### src/rtl/dcache_bypass_unit_pkg.sv
// Shared types for the uncached dcache bypass responder: FSM states, size codes
// and the captured two-slot request.
package dcache_bypass_unit_pkg;

    typedef enum logic [2:0] {
        S_IDLE    = 3'd0,
        S_P0_REQ  = 3'd1,
        S_P0_WAIT = 3'd2,
        S_P1_REQ  = 3'd3,
        S_P1_WAIT = 3'd4,
        S_RESP    = 3'd5
    } dbu_state_t;

    localparam logic [1:0] SIZE_B = 2'd0;
    localparam logic [1:0] SIZE_H = 2'd1;
    localparam logic [1:0] SIZE_W = 2'd2;

    // Addresses are stored fully assembled so the memory side needs no muxing of tag/index.
    typedef struct packed {
        logic        p1_valid;
        logic        p0_we;
        logic [31:0] p0_addr;
        logic [1:0]  p0_size;
        logic [3:0]  p0_wstrb;
        logic [31:0] p0_wdata;
        logic        p1_we;
        logic [31:0] p1_addr;
        logic [1:0]  p1_size;
        logic [3:0]  p1_wstrb;
        logic [31:0] p1_wdata;
    } dbu_req_t;

endpackage

### src/rtl/dcache_bypass_unit.sv
// Uncached responder for the MMU->dcache p0/p1 interface; every slot becomes one
// single-beat transaction on the SRAM-like memory bus, strictly in order.
//
// state     | meaning
// ----------+-----------------------------------------------
// S_IDLE    | no request held, addr_ok high
// S_P0_REQ  | p0 presented on memory bus, waiting mem_addr_ok
// S_P0_WAIT | p0 accepted by memory, waiting mem_data_ok
// S_P1_REQ  | p1 presented on memory bus, waiting mem_addr_ok
// S_P1_WAIT | p1 accepted by memory, waiting mem_data_ok
// S_RESP    | data_ok pulse, addr_ok high for back-to-back accept
module dcache_bypass_unit
    import dcache_bypass_unit_pkg::*;
#(
    parameter int TAG_W    = 20,
    parameter int INDEX_W  = 8,
    parameter int OFFSET_W = 4
) (
    input  logic                clk,
    input  logic                reset,
    input  logic                p0_valid,
    input  logic                p1_valid,
    input  logic [2:0]          op,
    input  logic [TAG_W-1:0]    tag,
    input  logic [INDEX_W-1:0]  index,
    input  logic [OFFSET_W-1:0] p0_offset,
    input  logic [OFFSET_W-1:0] p1_offset,
    input  logic [3:0]          p0_wstrb,
    input  logic [3:0]          p1_wstrb,
    input  logic [31:0]         p0_wdata,
    input  logic [31:0]         p1_wdata,
    input  logic [1:0]          p0_size,
    input  logic [1:0]          p1_size,
    input  logic                uncached,
    output logic                addr_ok,
    output logic                data_ok,
    output logic [31:0]         p0_rdata,
    output logic [31:0]         p1_rdata,
    output logic                mem_req,
    output logic                mem_we,
    output logic [31:0]         mem_addr,
    output logic [1:0]          mem_size,
    output logic [3:0]          mem_wstrb,
    output logic [31:0]         mem_wdata,
    input  logic                mem_addr_ok,
    input  logic                mem_data_ok,
    input  logic [31:0]         mem_rdata
);

    dbu_state_t  state_q, state_d;
    dbu_req_t    req_q;
    logic [31:0] r0_q;

    logic        accept;
    logic        p1_sel;
    logic        slot_done;
    logic        act_we;
    logic [31:0] slot_data;

    // Every access bypasses; the reserved op bits carry no meaning here.
    logic unused_ok;
    assign unused_ok = ^{uncached, op[2:1]};

    assign addr_ok = (state_q == S_IDLE) || (state_q == S_RESP);
    assign data_ok = (state_q == S_RESP);
    assign accept  = addr_ok && p0_valid;
    assign p1_sel  = (state_q == S_P1_REQ) || (state_q == S_P1_WAIT);

    assign mem_req   = (state_q == S_P0_REQ) || (state_q == S_P1_REQ);
    assign act_we    = p1_sel ? req_q.p1_we    : req_q.p0_we;
    assign mem_we    = act_we;
    assign mem_addr  = p1_sel ? req_q.p1_addr  : req_q.p0_addr;
    assign mem_size  = p1_sel ? req_q.p1_size  : req_q.p0_size;
    assign mem_wstrb = p1_sel ? req_q.p1_wstrb : req_q.p0_wstrb;
    assign mem_wdata = p1_sel ? req_q.p1_wdata : req_q.p0_wdata;

    // A slot can finish in its REQ cycle when memory answers address and data together.
    assign slot_done = mem_data_ok &&
                       ((state_q == S_P0_WAIT) || (state_q == S_P1_WAIT) ||
                        (mem_req && mem_addr_ok));
    assign slot_data = act_we ? 32'h0 : mem_rdata;

    always_comb begin
        state_d = state_q;
        case (state_q)
            S_IDLE:    if (accept) state_d = S_P0_REQ;
            S_P0_REQ:  if (mem_addr_ok)
                           state_d = !mem_data_ok    ? S_P0_WAIT :
                                     req_q.p1_valid ? S_P1_REQ  : S_RESP;
            S_P0_WAIT: if (mem_data_ok)
                           state_d = req_q.p1_valid ? S_P1_REQ : S_RESP;
            S_P1_REQ:  if (mem_addr_ok)
                           state_d = mem_data_ok ? S_RESP : S_P1_WAIT;
            S_P1_WAIT: if (mem_data_ok) state_d = S_RESP;
            S_RESP:    state_d = accept ? S_P0_REQ : S_IDLE;
            default:   state_d = S_IDLE;
        endcase
    end

    always_ff @(posedge clk or negedge reset) begin
        if (!reset) begin
            state_q  <= S_IDLE;
            req_q    <= '0;
            r0_q     <= '0;
            p0_rdata <= '0;
            p1_rdata <= '0;
        end else begin
            state_q <= state_d;
            if (accept) begin
                // A slot writes only when it has strobes, so p0 read + p1 write share one op.
                req_q.p1_valid <= p1_valid;
                req_q.p0_we    <= op[0] && (p0_wstrb != 4'h0);
                req_q.p0_addr  <= {tag, index, p0_offset};
                req_q.p0_size  <= p0_size;
                req_q.p0_wstrb <= p0_wstrb;
                req_q.p0_wdata <= p0_wdata;
                req_q.p1_we    <= op[0] && (p1_wstrb != 4'h0);
                req_q.p1_addr  <= {tag, index, p1_offset};
                req_q.p1_size  <= p1_size;
                req_q.p1_wstrb <= p1_wstrb;
                req_q.p1_wdata <= p1_wdata;
            end
            if (slot_done) begin
                if (p1_sel) begin
                    p0_rdata <= r0_q;
                    p1_rdata <= slot_data;
                end else if (req_q.p1_valid) begin
                    r0_q <= slot_data;
                end else begin
                    p0_rdata <= slot_data;
                    p1_rdata <= 32'h0;
                end
            end
        end
    end

endmodule
### config.mk
export PLATFORM = sky130hd
export DESIGN_NAME = dcache_bypass_unit
export DESIGN_NICKNAME = d
export VERILOG_FILES = /design/src/rtl/dcache_bypass_unit_pkg.sv /design/src/rtl/dcache_bypass_unit.sv
export SDC_FILE = /design/constraint.sdc
export NUM_CORES = 1
export LEC_CHECK = 0
export BUFFER_PORTS_ARGS = -buffer_cell sky130_fd_sc_hd__buf_2
export CELL_PAD_IN_SITES_DETAIL_PLACEMENT = 0
export CELL_PAD_IN_SITES_GLOBAL_PLACEMENT = 1
export CORE_MARGIN = 2
export CORE_UTILIZATION = 30
export CTS_BUF_LIST = sky130_fd_sc_hd__clkbuf_2 sky130_fd_sc_hd__clkbuf_4 sky130_fd_sc_hd__clkbuf_8
export CTS_CLUSTER_SIZE = 20
export DETAILED_ROUTE_END_ITERATION = 7
export GPL_TIMING_DRIVEN = 0
export PLACE_DENSITY = 0.7
export RECOVER_POWER = 25
export SLEW_MARGIN = 20
export SYNTH_ARGS = -nofsm -noshare
export SYNTH_HDL_FRONTEND = slang
export SYNTH_SLANG_ARGS = --single-unit
### constraint.sdc
create_clock -name clk -period 3.07 [get_ports clk]
set_clock_uncertainty 0.05 [all_clocks]
set_input_delay 0.1535 -clock clk [delete_from_list [all_inputs] [get_ports clk]]
set_output_delay 0.1535 -clock clk [all_outputs]
set_load 0.02 [all_outputs]
==> out/metrics.yaml <==
yosys:
  synthArstFlopShare: 1.00
  ys_warn_count: 0
  syn_inst: 781
  syn_avg_cell_area_sq_um: 12.4
  ys.flop_type: "dfrtp_1"
  ys_ff_latch: 214
  ys_seq_area_frac: 0.552
  ys_types: 40
  synth_nets: 935
  syn_area_sq_mm: 0.00970
  synth-edff-count: 0
global_routing:
  grt_max_degree: 78
  overflow: 0
  antenna_found_initial: 0
  grt_first_pass_wirelength_mm: 43.4
  grt_usage: 0.161
  grt_pass1_vias: 8119
clock_network:
  clkSlewWorstSetupHoldPaths_ns: 0.06
  post-cts-setup-buffers: 0
  cts.sinks: 214
  cts-buffers-inserted: 40
  clk_path_buf_depth: 3
  cts_tree: "done"
  clock-root-buffer: "clkbuf_8"
  clk_latency_ns: 0.52
  cts_max_level: 2
power:
  cellPowerDensity_mw_per_mm2: 1040
  ir_drop_v: 0.000525
  power_uw: 14600
  leakagePower_uw: 0.00652
setup_path:
  r2r_cells: 8
  endpoint_kind: "output pin"
  cpMaxStageDelayCell: "dfrtp_1"
  worstSetupPathDepth: 8
  cpPeakStageDelay_ns: 0.44
  path_buf_inv: 5
  arrival_ns: 2.66
  critical_path_peak_fanout: 10
  crit_chain: "or3b_1 -> buf_2 -> nand2_1 -> buf_6 -> buf_8 -> buf_6 -> mux2_2 -> buf_2"
  crit_required_ns: 2.87
  path_class: "flop to output pin"
  cp-start-kind: "flop"
  cpLargestDelayFamily: "buffers and inverters"
worst_hold_path:
  min_path_cells: 3
  hp-class: "input pin to flop"
drt:
  first_pass_iters: 4
  wire_per_inst_um: 16.1
  antenna_left: 0
  drt_iter0_markers: 222
  detail_route.vias_per_cell: 4.49
  totalWireLength_mm: 27.2
  drc: 0
  vias: 7583
timing:
  finalHoldViolations: 0
  fin_ws_ns: 0.208
  fin_crit_ns: 2.86
  fin_crit_sh: 0.932
  maxSlewHeadroom: -0.331
  fmax_mhz: 349
  worst_pin_slew_ns: 2.00
  slew_violations: 74
  setup_viol: 0
  rsz0062_at_grt: "false"
place:
  port_buffers: 288
  gp_congestion: 0.784
  place_worst_setup_slack_ns: 0.658
  hpwl_mm: 18.9
die:
  num_io_pins: 292
  num_rows: 65
  initial_core_util: 0.306
  core_area_sq_mm: 0.0317
  die_area_sq_mm: 0.0338
  dieWidth_um: 184
  fp.dieH_um: 184
finish:
  area_growth_pct: 44.3
  drive_gt1_frac: 0.447
  layout.nets: 1419
  antenna_cells: 0
outcome:
  status: "complete, but fails checks"
  violations: "capacitance limit, slew limit"
job:
  max_cap_violations: 1
[power breakdown]
group,switching (uW),internal (uW)
Clock,1190,1520
Sequential,676,4210
Combinational,3830,3150
Total,5700,8890
[kinds of logic (layout without fill, tap and decap cells)]
logic type	count (synthesis)	count (layout)	synth area share
muxes	250	250	0.286
DFF	214	214	0.552
and+or+nand+nor	150	150	0.0721
buffers and inverters	111	617	0.0543
AOI/OAI and AO/OA	56	56	0.0352
[layout make-up]
cell class	count	area (sq um)
clock inverters	5	25.0
fillers	3059	17700
clock buffers	59	737
inverters	37	139
repair buffers	442	3020
plain buffers	74	399
flip-flops and latches	214	5360
well taps	402	503
multi-input cells	456	3820
[metal layers]
metal | vias up | GRT usage | routed length, um
li1 | 3599 | - | -
met1 | 3698 | 0.206 | 11700
met2 | 217 | 0.263 | 13100
met3 | 69 | 0.0390 | 1540
met4 | 0 | 0.0624 | 893
met5 | - | 0 | 0
[cell usage in the layout, fill, tap and decap left out, types with 10 or more instances in the layout]
cell and instances:
buf_2 306, dfrtp_1 213, mux2_2 180, dlygate4sd3_1 152, nand2_1 102, clkbuf_8 47, mux2_1 38, clkbuf_1 37
inv_1 36, nor2b_1 33, mux2i_1 32, o21ai_0 24, o21ai_1 13, clkbuf_4 12, buf_4 10
[cell usage after synthesis (2+ instances only)]
master    count  area share
a211o_1       2      0.0018
a21oi_1       2      0.0010
buf_2        19      0.0098
buf_4        11      0.0085
buf_6         6      0.0070
clkbuf_1     37       0.014
dfrtp_1     214        0.55
inv_1        36       0.014
mux2_1       38       0.044
mux2_2      180        0.21
mux2i_1      32       0.033
nand2_1     102       0.039
nand2b_1      4      0.0026
nand3b_1      2      0.0015
nor2_1        2     0.00077
nor2b_1      33       0.021
nor3b_1       2      0.0015
o21ai_0      24       0.012
o21ai_1      13      0.0067
o41ai_1       2      0.0018
[worst paths after layout]
kind                            start          end  slack [ns]
min                            tag[1]   req_q[122]        0.33
min in group asynchronous       reset    req_q[17]        0.69
min reg2reg                   r0_q[9]      r0_q[9]        0.42
max in group asynchronous       reset   req_q[128]        1.08
max                        state_q[0]  mem_addr[2]        0.21
max reg2reg                state_q[2]    req_q[70]        0.57
[tightest hold or removal path, stage by stage]
cell	delay, ns
dlygate4sd3_1	0.51
buf_2	0.09
mux2_1	0.11
[stage by stage]
stage               cells  utilization  area, sq um  hold slack (ns)  setup TNS [ns]
finish               1689        0.441        14000            0.326               0
global route         1689        0.441        14000            0.310               0
CTS                  1689        0.441        14000            0.147               0
detailed placement   1473        0.369        11700            0.123               0
global placement     1471        0.367        11600            0.318         -473.86
floorplan             781            -         9700           -0.192               0
[registers in the layout, indices dropped and copies added, names as in the netlist]
| signal | cells |
|---|---|
| p0_rdata | 32 |
| p1_rdata | 32 |
| r0_q | 32 |
| req_q | 115 |
| state_q | 3 |
[timing repair]
action / in CTS / in global routing
endpoints found under the setup margin: 0 / 40
hold buffers: 152 / 0
hold endpoints to repair: 255 / 0
gates resized for setup: 0 / 4
Power figures use the tool's default switching activity.
